$ cat src/rtl/ysyx_25020047_lsu.sv
// ysyx_25020047_lsu: load/store unit between execute and register writeback.
// One memory transaction per instruction over a valid/ready request bus and an
// always-accepted response bus; non-memory results pass through in one cycle.
// Optional feature macro: LSU_MISALIGN_EN. When defined, half/word accesses that
// cross a word boundary are split into two word transactions (low word first)
// instead of faulting. Misaligned half accesses that stay inside one word are
// served by a single transaction.
//
// state | meaning
// IDLE  | ready for a new execute result
// REQ   | request presented, waiting for mem_req_ready
// RESP  | waiting for response, timeout counter running
// REQ2  | (LSU_MISALIGN_EN) high-word request of a split access
// RESP2 | (LSU_MISALIGN_EN) high-word response of a split access
// DONE  | writeback presented, held until out_ready
module ysyx_25020047_lsu #(
    parameter int unsigned TIMEOUT_CYCLES = 255,
    parameter logic [31:0] RESET_ADDR     = 32'h0
) (
    input  logic        clk,
    input  logic        rst,
    input  logic        in_valid,
    output logic        in_ready,
    input  logic        in_read,
    input  logic        in_write,
    input  logic [1:0]  in_size,
    input  logic        in_unsigned,
    input  logic [31:0] in_addr,
    input  logic [31:0] in_wdata,
    input  logic [4:0]  in_rd,
    input  logic        in_wen,
    output logic        out_valid,
    input  logic        out_ready,
    output logic [31:0] out_data,
    output logic [4:0]  out_rd,
    output logic        out_wen,
    output logic        out_err,
    output logic        mem_req_valid,
    input  logic        mem_req_ready,
    output logic        mem_req_wen,
    output logic [31:0] mem_req_addr,
    output logic [31:0] mem_req_wdata,
    output logic [3:0]  mem_req_wmask,
    input  logic        mem_rsp_valid,
    input  logic [31:0] mem_rsp_rdata,
    input  logic        mem_rsp_err
);

    localparam int CW = (TIMEOUT_CYCLES > 1) ? $clog2(TIMEOUT_CYCLES) : 1;

    typedef enum logic [2:0] {
        S_IDLE,
        S_REQ,
        S_RESP,
`ifdef LSU_MISALIGN_EN
        S_REQ2,
        S_RESP2,
`endif
        S_DONE
    } state_t;

    state_t state_q, state_d;
    logic [CW-1:0] cnt_q, cnt_d;
    logic [1:0]  off_q, off_d;
    logic [1:0]  size_q, size_d;
    logic        uns_q, uns_d;
    logic        read_q, read_d;
    logic        wen_q, wen_d;
    logic [31:0] out_data_q, out_data_d;
    logic [4:0]  out_rd_q, out_rd_d;
    logic        out_wen_q, out_wen_d;
    logic        out_err_q, out_err_d;
    logic        req_wen_q, req_wen_d;
    logic [31:0] req_addr_q, req_addr_d;
    logic [31:0] req_wdata_q, req_wdata_d;
    logic [3:0]  req_wmask_q, req_wmask_d;
`ifdef LSU_MISALIGN_EN
    logic        cross_q, cross_d;
    logic [31:0] lo_q, lo_d;
    logic [31:0] wdata_hi_q, wdata_hi_d;
    logic [3:0]  wmask_hi_q, wmask_hi_d;
    logic [7:0]  wide_wmask;
    logic [63:0] wide_wdata;
    logic        in_cross;
`endif

    logic        in_fault;
    logic [3:0]  base_mask;
    logic [3:0]  lane_wmask;
    logic [31:0] lane_wdata;
    logic [31:0] rsp_word;
    logic        timed_out;
    logic [31:0] fin_data;
    logic        fin_wen;

    function automatic logic [31:0] extend(input logic [31:0] w, input logic [1:0] size,
                                           input logic uns);
        logic [31:0] r;
        case (size)
            2'd0:    r = {{24{w[7] & ~uns}}, w[7:0]};
            2'd1:    r = {{16{w[15] & ~uns}}, w[15:0]};
            default: r = w;
        endcase
        return r;
    endfunction

    // Access legality check and store byte-lane placement from the incoming op.
    always_comb begin
        in_fault = (in_read & in_write) | (in_size == 2'd3);
`ifndef LSU_MISALIGN_EN
        if (in_size == 2'd1 && in_addr[0]) in_fault = 1'b1;
        if (in_size == 2'd2 && in_addr[1:0] != 2'b00) in_fault = 1'b1;
`endif
        base_mask  = 4'hF;
        lane_wdata = in_wdata;
        case (in_size)
            2'd0: begin
                base_mask  = 4'b0001;
                lane_wdata = {4{in_wdata[7:0]}};
            end
            2'd1: begin
                base_mask  = 4'b0011;
                lane_wdata = {2{in_wdata[15:0]}};
            end
            default: ;
        endcase
        lane_wmask = base_mask << in_addr[1:0];
`ifdef LSU_MISALIGN_EN
        wide_wmask = {4'h0, base_mask} << in_addr[1:0];
        wide_wdata = {32'h0, in_wdata} << {in_addr[1:0], 3'b000};
        in_cross   = (in_size == 2'd1 && in_addr[1:0] == 2'b11) ||
                     (in_size == 2'd2 && in_addr[1:0] != 2'b00);
`endif
    end

    // Response alignment and the writeback value produced when a response lands.
    always_comb begin
        rsp_word = mem_rsp_rdata >> {off_q, 3'b000};
`ifdef LSU_MISALIGN_EN
        if (state_q == S_RESP2) rsp_word = 32'({mem_rsp_rdata, lo_q} >> {off_q, 3'b000});
`endif
        fin_wen   = read_q & wen_q & ~mem_rsp_err;
        fin_data  = (read_q && !mem_rsp_err) ? extend(rsp_word, size_q, uns_q) : 32'h0;
        timed_out = (TIMEOUT_CYCLES != 0) && (cnt_q == CW'(TIMEOUT_CYCLES - 1));
    end

    // Next-state and registered-output computation.
    always_comb begin
        state_d     = state_q;
        cnt_d       = cnt_q;
        off_d       = off_q;
        size_d      = size_q;
        uns_d       = uns_q;
        read_d      = read_q;
        wen_d       = wen_q;
        out_data_d  = out_data_q;
        out_rd_d    = out_rd_q;
        out_wen_d   = out_wen_q;
        out_err_d   = out_err_q;
        req_wen_d   = req_wen_q;
        req_addr_d  = req_addr_q;
        req_wdata_d = req_wdata_q;
        req_wmask_d = req_wmask_q;
`ifdef LSU_MISALIGN_EN
        cross_d     = cross_q;
        lo_d        = lo_q;
        wdata_hi_d  = wdata_hi_q;
        wmask_hi_d  = wmask_hi_q;
`endif
        case (state_q)
            S_IDLE: begin
                if (in_valid) begin
                    off_d     = in_addr[1:0];
                    size_d    = in_size;
                    uns_d     = in_unsigned;
                    read_d    = in_read;
                    wen_d     = in_wen;
                    out_rd_d  = in_rd;
                    out_err_d = 1'b0;
                    if (!in_read && !in_write) begin
                        state_d    = S_DONE;
                        out_data_d = in_addr;
                        out_wen_d  = in_wen;
                    end else if (in_fault) begin
                        state_d    = S_DONE;
                        out_data_d = 32'h0;
                        out_wen_d  = 1'b0;
                        out_err_d  = 1'b1;
                    end else begin
                        state_d     = S_REQ;
                        req_wen_d   = in_write;
                        req_addr_d  = {in_addr[31:2], 2'b00};
                        req_wdata_d = in_write ? lane_wdata : 32'h0;
                        req_wmask_d = in_write ? lane_wmask : 4'h0;
`ifdef LSU_MISALIGN_EN
                        cross_d    = in_cross;
                        wdata_hi_d = 32'h0;
                        wmask_hi_d = 4'h0;
                        if (in_cross && in_write) begin
                            req_wdata_d = wide_wdata[31:0];
                            req_wmask_d = wide_wmask[3:0];
                            wdata_hi_d  = wide_wdata[63:32];
                            wmask_hi_d  = wide_wmask[7:4];
                        end
`endif
                    end
                end
            end
            S_REQ: begin
                if (mem_req_ready) begin
                    state_d = S_RESP;
                    cnt_d   = '0;
                end
            end
            S_RESP: begin
                if (mem_rsp_valid) begin
`ifdef LSU_MISALIGN_EN
                    if (cross_q && !mem_rsp_err) begin
                        state_d     = S_REQ2;
                        lo_d        = mem_rsp_rdata;
                        req_addr_d  = req_addr_q + 32'd4;
                        req_wdata_d = wdata_hi_q;
                        req_wmask_d = wmask_hi_q;
                    end else
`endif
                    begin
                        state_d    = S_DONE;
                        out_data_d = fin_data;
                        out_wen_d  = fin_wen;
                        out_err_d  = mem_rsp_err;
                    end
                end else if (timed_out) begin
                    state_d    = S_DONE;
                    out_data_d = 32'h0;
                    out_wen_d  = 1'b0;
                    out_err_d  = 1'b1;
                end else begin
                    cnt_d = cnt_q + 1'b1;
                end
            end
`ifdef LSU_MISALIGN_EN
            S_REQ2: begin
                if (mem_req_ready) begin
                    state_d = S_RESP2;
                    cnt_d   = '0;
                end
            end
            S_RESP2: begin
                if (mem_rsp_valid) begin
                    state_d    = S_DONE;
                    out_data_d = fin_data;
                    out_wen_d  = fin_wen;
                    out_err_d  = mem_rsp_err;
                end else if (timed_out) begin
                    state_d    = S_DONE;
                    out_data_d = 32'h0;
                    out_wen_d  = 1'b0;
                    out_err_d  = 1'b1;
                end else begin
                    cnt_d = cnt_q + 1'b1;
                end
            end
`endif
            S_DONE: begin
                if (out_ready) begin
                    state_d     = S_IDLE;
                    req_wen_d   = 1'b0;
                    req_addr_d  = RESET_ADDR;
                    req_wdata_d = 32'h0;
                    req_wmask_d = 4'h0;
                end
            end
            default: state_d = S_IDLE;
        endcase
    end

    // State and output registers with synchronous reset.
    always_ff @(posedge clk) begin
        if (rst) begin
            state_q     <= S_IDLE;
            cnt_q       <= '0;
            off_q       <= 2'b00;
            size_q      <= 2'b00;
            uns_q       <= 1'b0;
            read_q      <= 1'b0;
            wen_q       <= 1'b0;
            out_data_q  <= 32'h0;
            out_rd_q    <= 5'd0;
            out_wen_q   <= 1'b0;
            out_err_q   <= 1'b0;
            req_wen_q   <= 1'b0;
            req_addr_q  <= RESET_ADDR;
            req_wdata_q <= 32'h0;
            req_wmask_q <= 4'h0;
`ifdef LSU_MISALIGN_EN
            cross_q     <= 1'b0;
            lo_q        <= 32'h0;
            wdata_hi_q  <= 32'h0;
            wmask_hi_q  <= 4'h0;
`endif
        end else begin
            state_q     <= state_d;
            cnt_q       <= cnt_d;
            off_q       <= off_d;
            size_q      <= size_d;
            uns_q       <= uns_d;
            read_q      <= read_d;
            wen_q       <= wen_d;
            out_data_q  <= out_data_d;
            out_rd_q    <= out_rd_d;
            out_wen_q   <= out_wen_d;
            out_err_q   <= out_err_d;
            req_wen_q   <= req_wen_d;
            req_addr_q  <= req_addr_d;
            req_wdata_q <= req_wdata_d;
            req_wmask_q <= req_wmask_d;
`ifdef LSU_MISALIGN_EN
            cross_q     <= cross_d;
            lo_q        <= lo_d;
            wdata_hi_q  <= wdata_hi_d;
            wmask_hi_q  <= wmask_hi_d;
`endif
        end
    end

    assign in_ready  = (state_q == S_IDLE);
    assign out_valid = (state_q == S_DONE);
`ifdef LSU_MISALIGN_EN
    assign mem_req_valid = (state_q == S_REQ) || (state_q == S_REQ2);
`else
    assign mem_req_valid = (state_q == S_REQ);
`endif
    assign out_data      = out_data_q;
    assign out_rd        = out_rd_q;
    assign out_wen       = out_wen_q;
    assign out_err       = out_err_q;
    assign mem_req_wen   = req_wen_q;
    assign mem_req_addr  = req_addr_q;
    assign mem_req_wdata = req_wdata_q;
    assign mem_req_wmask = req_wmask_q;

endmodule

$ cat config.mk
export PLATFORM = sky130hd
export DESIGN_NAME = ysyx_25020047_lsu
export DESIGN_NICKNAME = d
export VERILOG_FILES = /design/src/rtl/ysyx_25020047_lsu.sv
export SDC_FILE = /design/constraint.sdc
export NUM_CORES = 1
export LEC_CHECK = 0
export ABC_AREA = 1
export CAP_MARGIN = 20
export CORE_MARGIN = 5
export CORE_UTILIZATION = 35
export DETAILED_ROUTE_END_ITERATION = 16
export GPL_ROUTABILITY_DRIVEN = 0
export PLACE_DENSITY_LB_ADDON = 0.12
export SLEW_MARGIN = 10
export SYNTH_ARGS = -nofsm -noshare
export SYNTH_HDL_FRONTEND = slang
export SYNTH_SLANG_ARGS = --single-unit
$ cat constraint.sdc
create_clock -name clk -period 1.6 [get_ports clk]
set_input_delay 0.24 -clock clk [delete_from_list [all_inputs] [get_ports clk]]
set_output_delay 0.24 -clock clk [all_outputs]
set_load 0.02 [all_outputs]
Word level (Yosys, flattened, before mapping)
Cells that the tools add are included.

storage, ports and cells
  logic and storage cells = 120
  output and inout bits = 111
  bits of input ports = 114
  bits in registers = 126

operators by class
  bitwise logic cells = 8
  equal/unequal tests = 17
  add/subtract/negate cells = 1
  muxes and demuxes = 57
  reductions and logical operators = 20
  shifts and indexed selects = 2

operators by type and width
  cell                   number
  $mux W32               14
  $pmux W32 S2           5
  $shr A32 B5 Y32        1
  $mux W8                3
  $mux W4                5
  $mux W1                16
  $pmux W4 S2            2
  $pmux W8 S2            1
  $mux W3                5
  $pmux W3 S4            1
  $reduce_and A4 Y1      3
  $ne A2 B2 Y1 const B   5
  $add A8 B1 Y8 const B  1
  $eq A8 B8 Y1 const B   1
  $reduce_bool A2 Y1     4
  $eq A3 B2 Y1 const B   2
  $pmux W1 S2            3
  $and A1 B1 Y1          5
  $reduce_and A5 Y1      1
  $eq A2 B1 Y1 const B   2
  $eq A2 B2 Y1 const B   2
  $logic_and A1 B1 Y1    4
  $logic_not A2 Y1       2
  $mux W2                2
  other kinds (11)       15

Depth between registers and ports, before layout
  depth after elaboration = 8
  gate-level depth with buffers = 12
  mapped depth without buffers = 11

Least setup slack after synthesis
No wires, ideal clock.

  path type = flip-flop to flip-flop
  start = register state_q[0]
  end = register out_data_q[16] (netlist: out_data[16])
  setup time = 0.112 ns
  cell stages (with the launch flop) = 11
  setup slack = -0.255 ns
  data arrival time = 1.744 ns
  cells stage by stage = dfxtp_1 -> inv_1 -> ha_1 -> buf_4 -> inv_1 -> or2_0 -> buf_2 -> clkbuf_1 -> nand4_1 -> nor2_1 -> nor2_1

between the ends
  word-level cells in the longest chain between the ends = 3
  elaborated cells on any way between the ends = 8
  those cells by class = eq/ne: 4; mux: 1; reduce/logical: 3

RTL lines
  item                                            line  source
  from (decl)                                     62    state_t state_q, state_d;
  from (signal assigned)                          302   state_q <= state_d;
  $logic_not A3 Y1 (*)                            n/a
  named net in_ready                              23    output logic in_ready,
  $ne A3 B1 Y1 (no line) (tied with other cells)  n/a
  $reduce_and A4 Y1 (no line)                     n/a
  to (signal assigned)                            309   out_data_q <= out_data_d;
  to (decl)                                       69    logic [31:0] out_data_q, out_data_d;

Mark *: on every way through the listed nets, which the timed path passes. The rest lies on a longest branch.
A chain may end at the register's enable or synchronous reset.

Worst setup path after layout
  start = register state_q[1]
  end = register out_data_q[25] (netlist: out_data[25])

between the ends
  word-level cells in the longest chain between the ends = 3
  elaborated cells on any way between the ends = 8
  those cells by class = eq/ne: 4; mux: 1; reduce/logical: 3

RTL lines
  item                                                     line  source
  $eq A3 B2 Y1 / $logic_not A3 Y1 (equally long branches)  170   case (state_q)
  $ne A3 B3 Y1 (no line) (tied with other cells)           n/a
  $reduce_and A4 Y1 (no line)                              n/a

Parallel ways exist; a longest one is shown, timed or not.

==> impl_metrics.ini <==
[clock_network]
cts.htree.levels = 4
cts_tree = built
clock_sinks = 123
clk_latency_ns = 0.41
clockBufferDepth = 2
clkTransAtPathRegs_ns = 0.06
cts_root_buffer = clkbuf_16
cts_buffers = 17

[floorplanning]
fp.dieArea_mm2 = 0.0218
num_io_pins = 225
fp.dieW_um = 148
initial_utilization = 0.355
core-area_mm2 = 0.0186
die_h_um = 148
fp-row-count = 50

[timing]
max_slew.worst_pin.slew_ns = 0.742
timing.fmax_ghz = 0.621
slew_violations = 0
setup_violations = 6
slew_headroom = 0.505
clock_skew_ns = 0.00926
tns_ns = -0.0229
fin_crit_ns = 1.61
worst_hold_slack_ns = 0.311
hold_viol = 0
worst_slack_ns = -0.0100
rsz0062_at_grt = yes
finalCritPeriodShare = 1.01

[synth]
ys_seq_area_frac = 0.372
ys_types = 37
syn_inst = 1027
yosysWarnings = 0
ys_ff_latch = 123
avgSynthCellArea_um2 = 6.44
syn-cell-area_mm2 = 0.00662

[setup_path]
ff2ff_setup_slack_ns = -0.01
endpoint_kind = register
reg2reg_from = state_q[1]
startpoint_type = register
r2r_end = out_data[25]
rr_worst_depth = 8
arrival_ns = 1.92
cp.required_ns = 1.91
crit_end = out_data[25]
path_max_fanout = 16
startpoint = state_q[1]
crit_type = reg2reg

[drt]
wl_met1_um = 11700
wl_met2_um = 11900
drtIter0Drc = 519
ant_nets = 0
wl_met3_um = 1900
drc_errors = 0
drt-total-wl_um = 25900
firstDrtPassIters = 7
via_per_inst = 4.90
top_layer_used = met4
via_count = 7628
wl_per_cell_um = 16.6

[run]
cap_violations = 0

[grt]
overflow = 0
grt_first_pass_wirelength_um = 38500
grt_max_degree = 58
antenna_found_initial = 0
grt_pass1_vias = 7144
grtUsageTotal = 0.221

[power]
powerDensity_mw_per_mm2 = 1620
peakVddDrop_v = 0.000781
finalPower_mw = 17.7
p_leak_nw = 4.96

[placed_design]
place_inst = 1499
portBuffers = 222
place_ws_ns = -0.389
dp_hpwl_um = 18000
place_area_mm2 = 0.00954

[cells_and_area]
finalNonFillerCells = 1556
nNetsFinal = 1429
area_delta_synth_final_pct = 64.5
stdcell_area_mm2 = 0.0109
post-route-util = 0.584
antenna-diode-count = 0
layout-drive-gt1-share = 0.212

[min_path]
min_path_type = in2reg
hold_start = rst
whs_path_depth = 5

[run_status]
violations = setup timing
outcome = complete, but fails checks
[cell usage after synthesis (all sizes together)]
master  number  area [um2]
nand2      308        1170
nor2       149         594
dfxtp      123        2460
nand3       99         528
a21oi       85         425
inv         68         255
o21ai       66         334
buf         44         298
clkbuf      24        90.1
nand4       21         146
or2         11        68.8
ha           6        75.1
o21a         4        30.0
o22ai        4        25.0
o221ai       3        26.3
a22oi        2        15.0
nand3b       2        15.0
nor3         2        10.0
xor2         2        17.5
a21boi       1        18.8
clkinv       1        3.75
conb         1        3.75
nor3b        1        7.51
[sequential cells by signal (all words and copies together), names as in the netlist]
name / flops
size_q: 2
uns_q: 1
mem_req_wen: 1
mem_req_wdata: 32
cnt_q: 8
mem_req_addr: 30
wen_q: 1
state_q: 2
out_data: 32
out_err: 1
mem_req_wmask: 4
off_q: 2
out_wen: 1
read_q: 1
out_rd: 5
[where the power goes]
part           internal [mW]  switching (mW)  leakage [nW]  total (mW)
logic                   4.32            5.42          3.68        9.74
clock network           2.16            1.56         0.275        3.72
registers               3.79           0.438          1.01        4.22
total                   10.3            7.42          4.96        17.7
[logic make-up (layout without fill, tap and decap cells)]
| logic type | Yosys count | count (layout) | synth area share |
|---|---|---|---|
| simple gates | 593 | 593 | 0.384 |
| xor+xnor | 2 | 2 | 0.00265 |
| compound gates | 165 | 165 | 0.132 |
| flops | 123 | 123 | 0.372 |
| other cells | 1 | 2 | 0.000567 |
| fa+ha+maj | 6 | 6 | 0.0113 |
| buf+inv | 137 | 431 | 0.0977 |
[critical path, stage by stage, from the launching register on]
cell and delay, ns:
dfxtp_4 0.40, inv_4 0.05, ha_4 0.20, inv_2 0.06, or2_4 0.15, buf_4 0.21, nand4_1 0.20, nor2_2 0.20
nor2_1 0.05
[worst min path at each step]
stage                              to  slack [ns]
floorplan            mem_req_addr[10]        0.40
global placement      mem_req_addr[7]        0.45
detailed placement   mem_req_addr[29]        0.45
CTS                 mem_req_wdata[29]        0.28
global route             out_data[13]        0.32
finish              mem_req_wdata[29]        0.31
[layout by cell type, fill, tap and decap left out, drive strengths merged]
cell,netlist,final
nor3,2,2
inv,68,75
dlygate4sd2,0,104
dfxtp,123,123
clkdlybuf4s50,0,111
o21a,4,4
nand3,99,99
or2,11,11
clkinvlp,0,2
nand3b,2,2
nand2,308,308
conb,1,2
o22ai,4,4
dlymetal6s2s,0,3
a21boi,1,1
bufinv,0,1
nand4,21,21
o21ai,66,66
clkbuf,24,26
a21oi,85,85
xor2,2,2
o221ai,3,3
buf,44,103
a22oi,2,2
ha,6,6
clkinv,1,6
nor3b,1,1
nor2,149,149
[cell type report]
class	instances	area [um2]
clock inverters	15	139
repair buffers	330	3320
fillers	1764	7750
inverters	69	267
clock buffers	17	425
multi-input cells	768	3970
flip-flops and latches	123	2470
well taps	234	293
[timing repair]
action / in CTS / in global routing
endpoints found under the hold margin: 0 / 0
cloned: 3 / 10
setup buffers: 1 / 11
resized for setup: 139 / 135
pin swaps: 1 / 38
hold buffers: 0 / 0
endpoints found under the setup margin: 206 / 110
[metal layers]
metal | track usage | vias to the layer above
li1 | - | 3881
met1 | 0.298 | 3466
met2 | 0.340 | 256
met3 | 0.0671 | 25
met4 | 0.0680 | 0
met5 | 0 | -
Note: power is estimated with default switching activity, not from simulation.
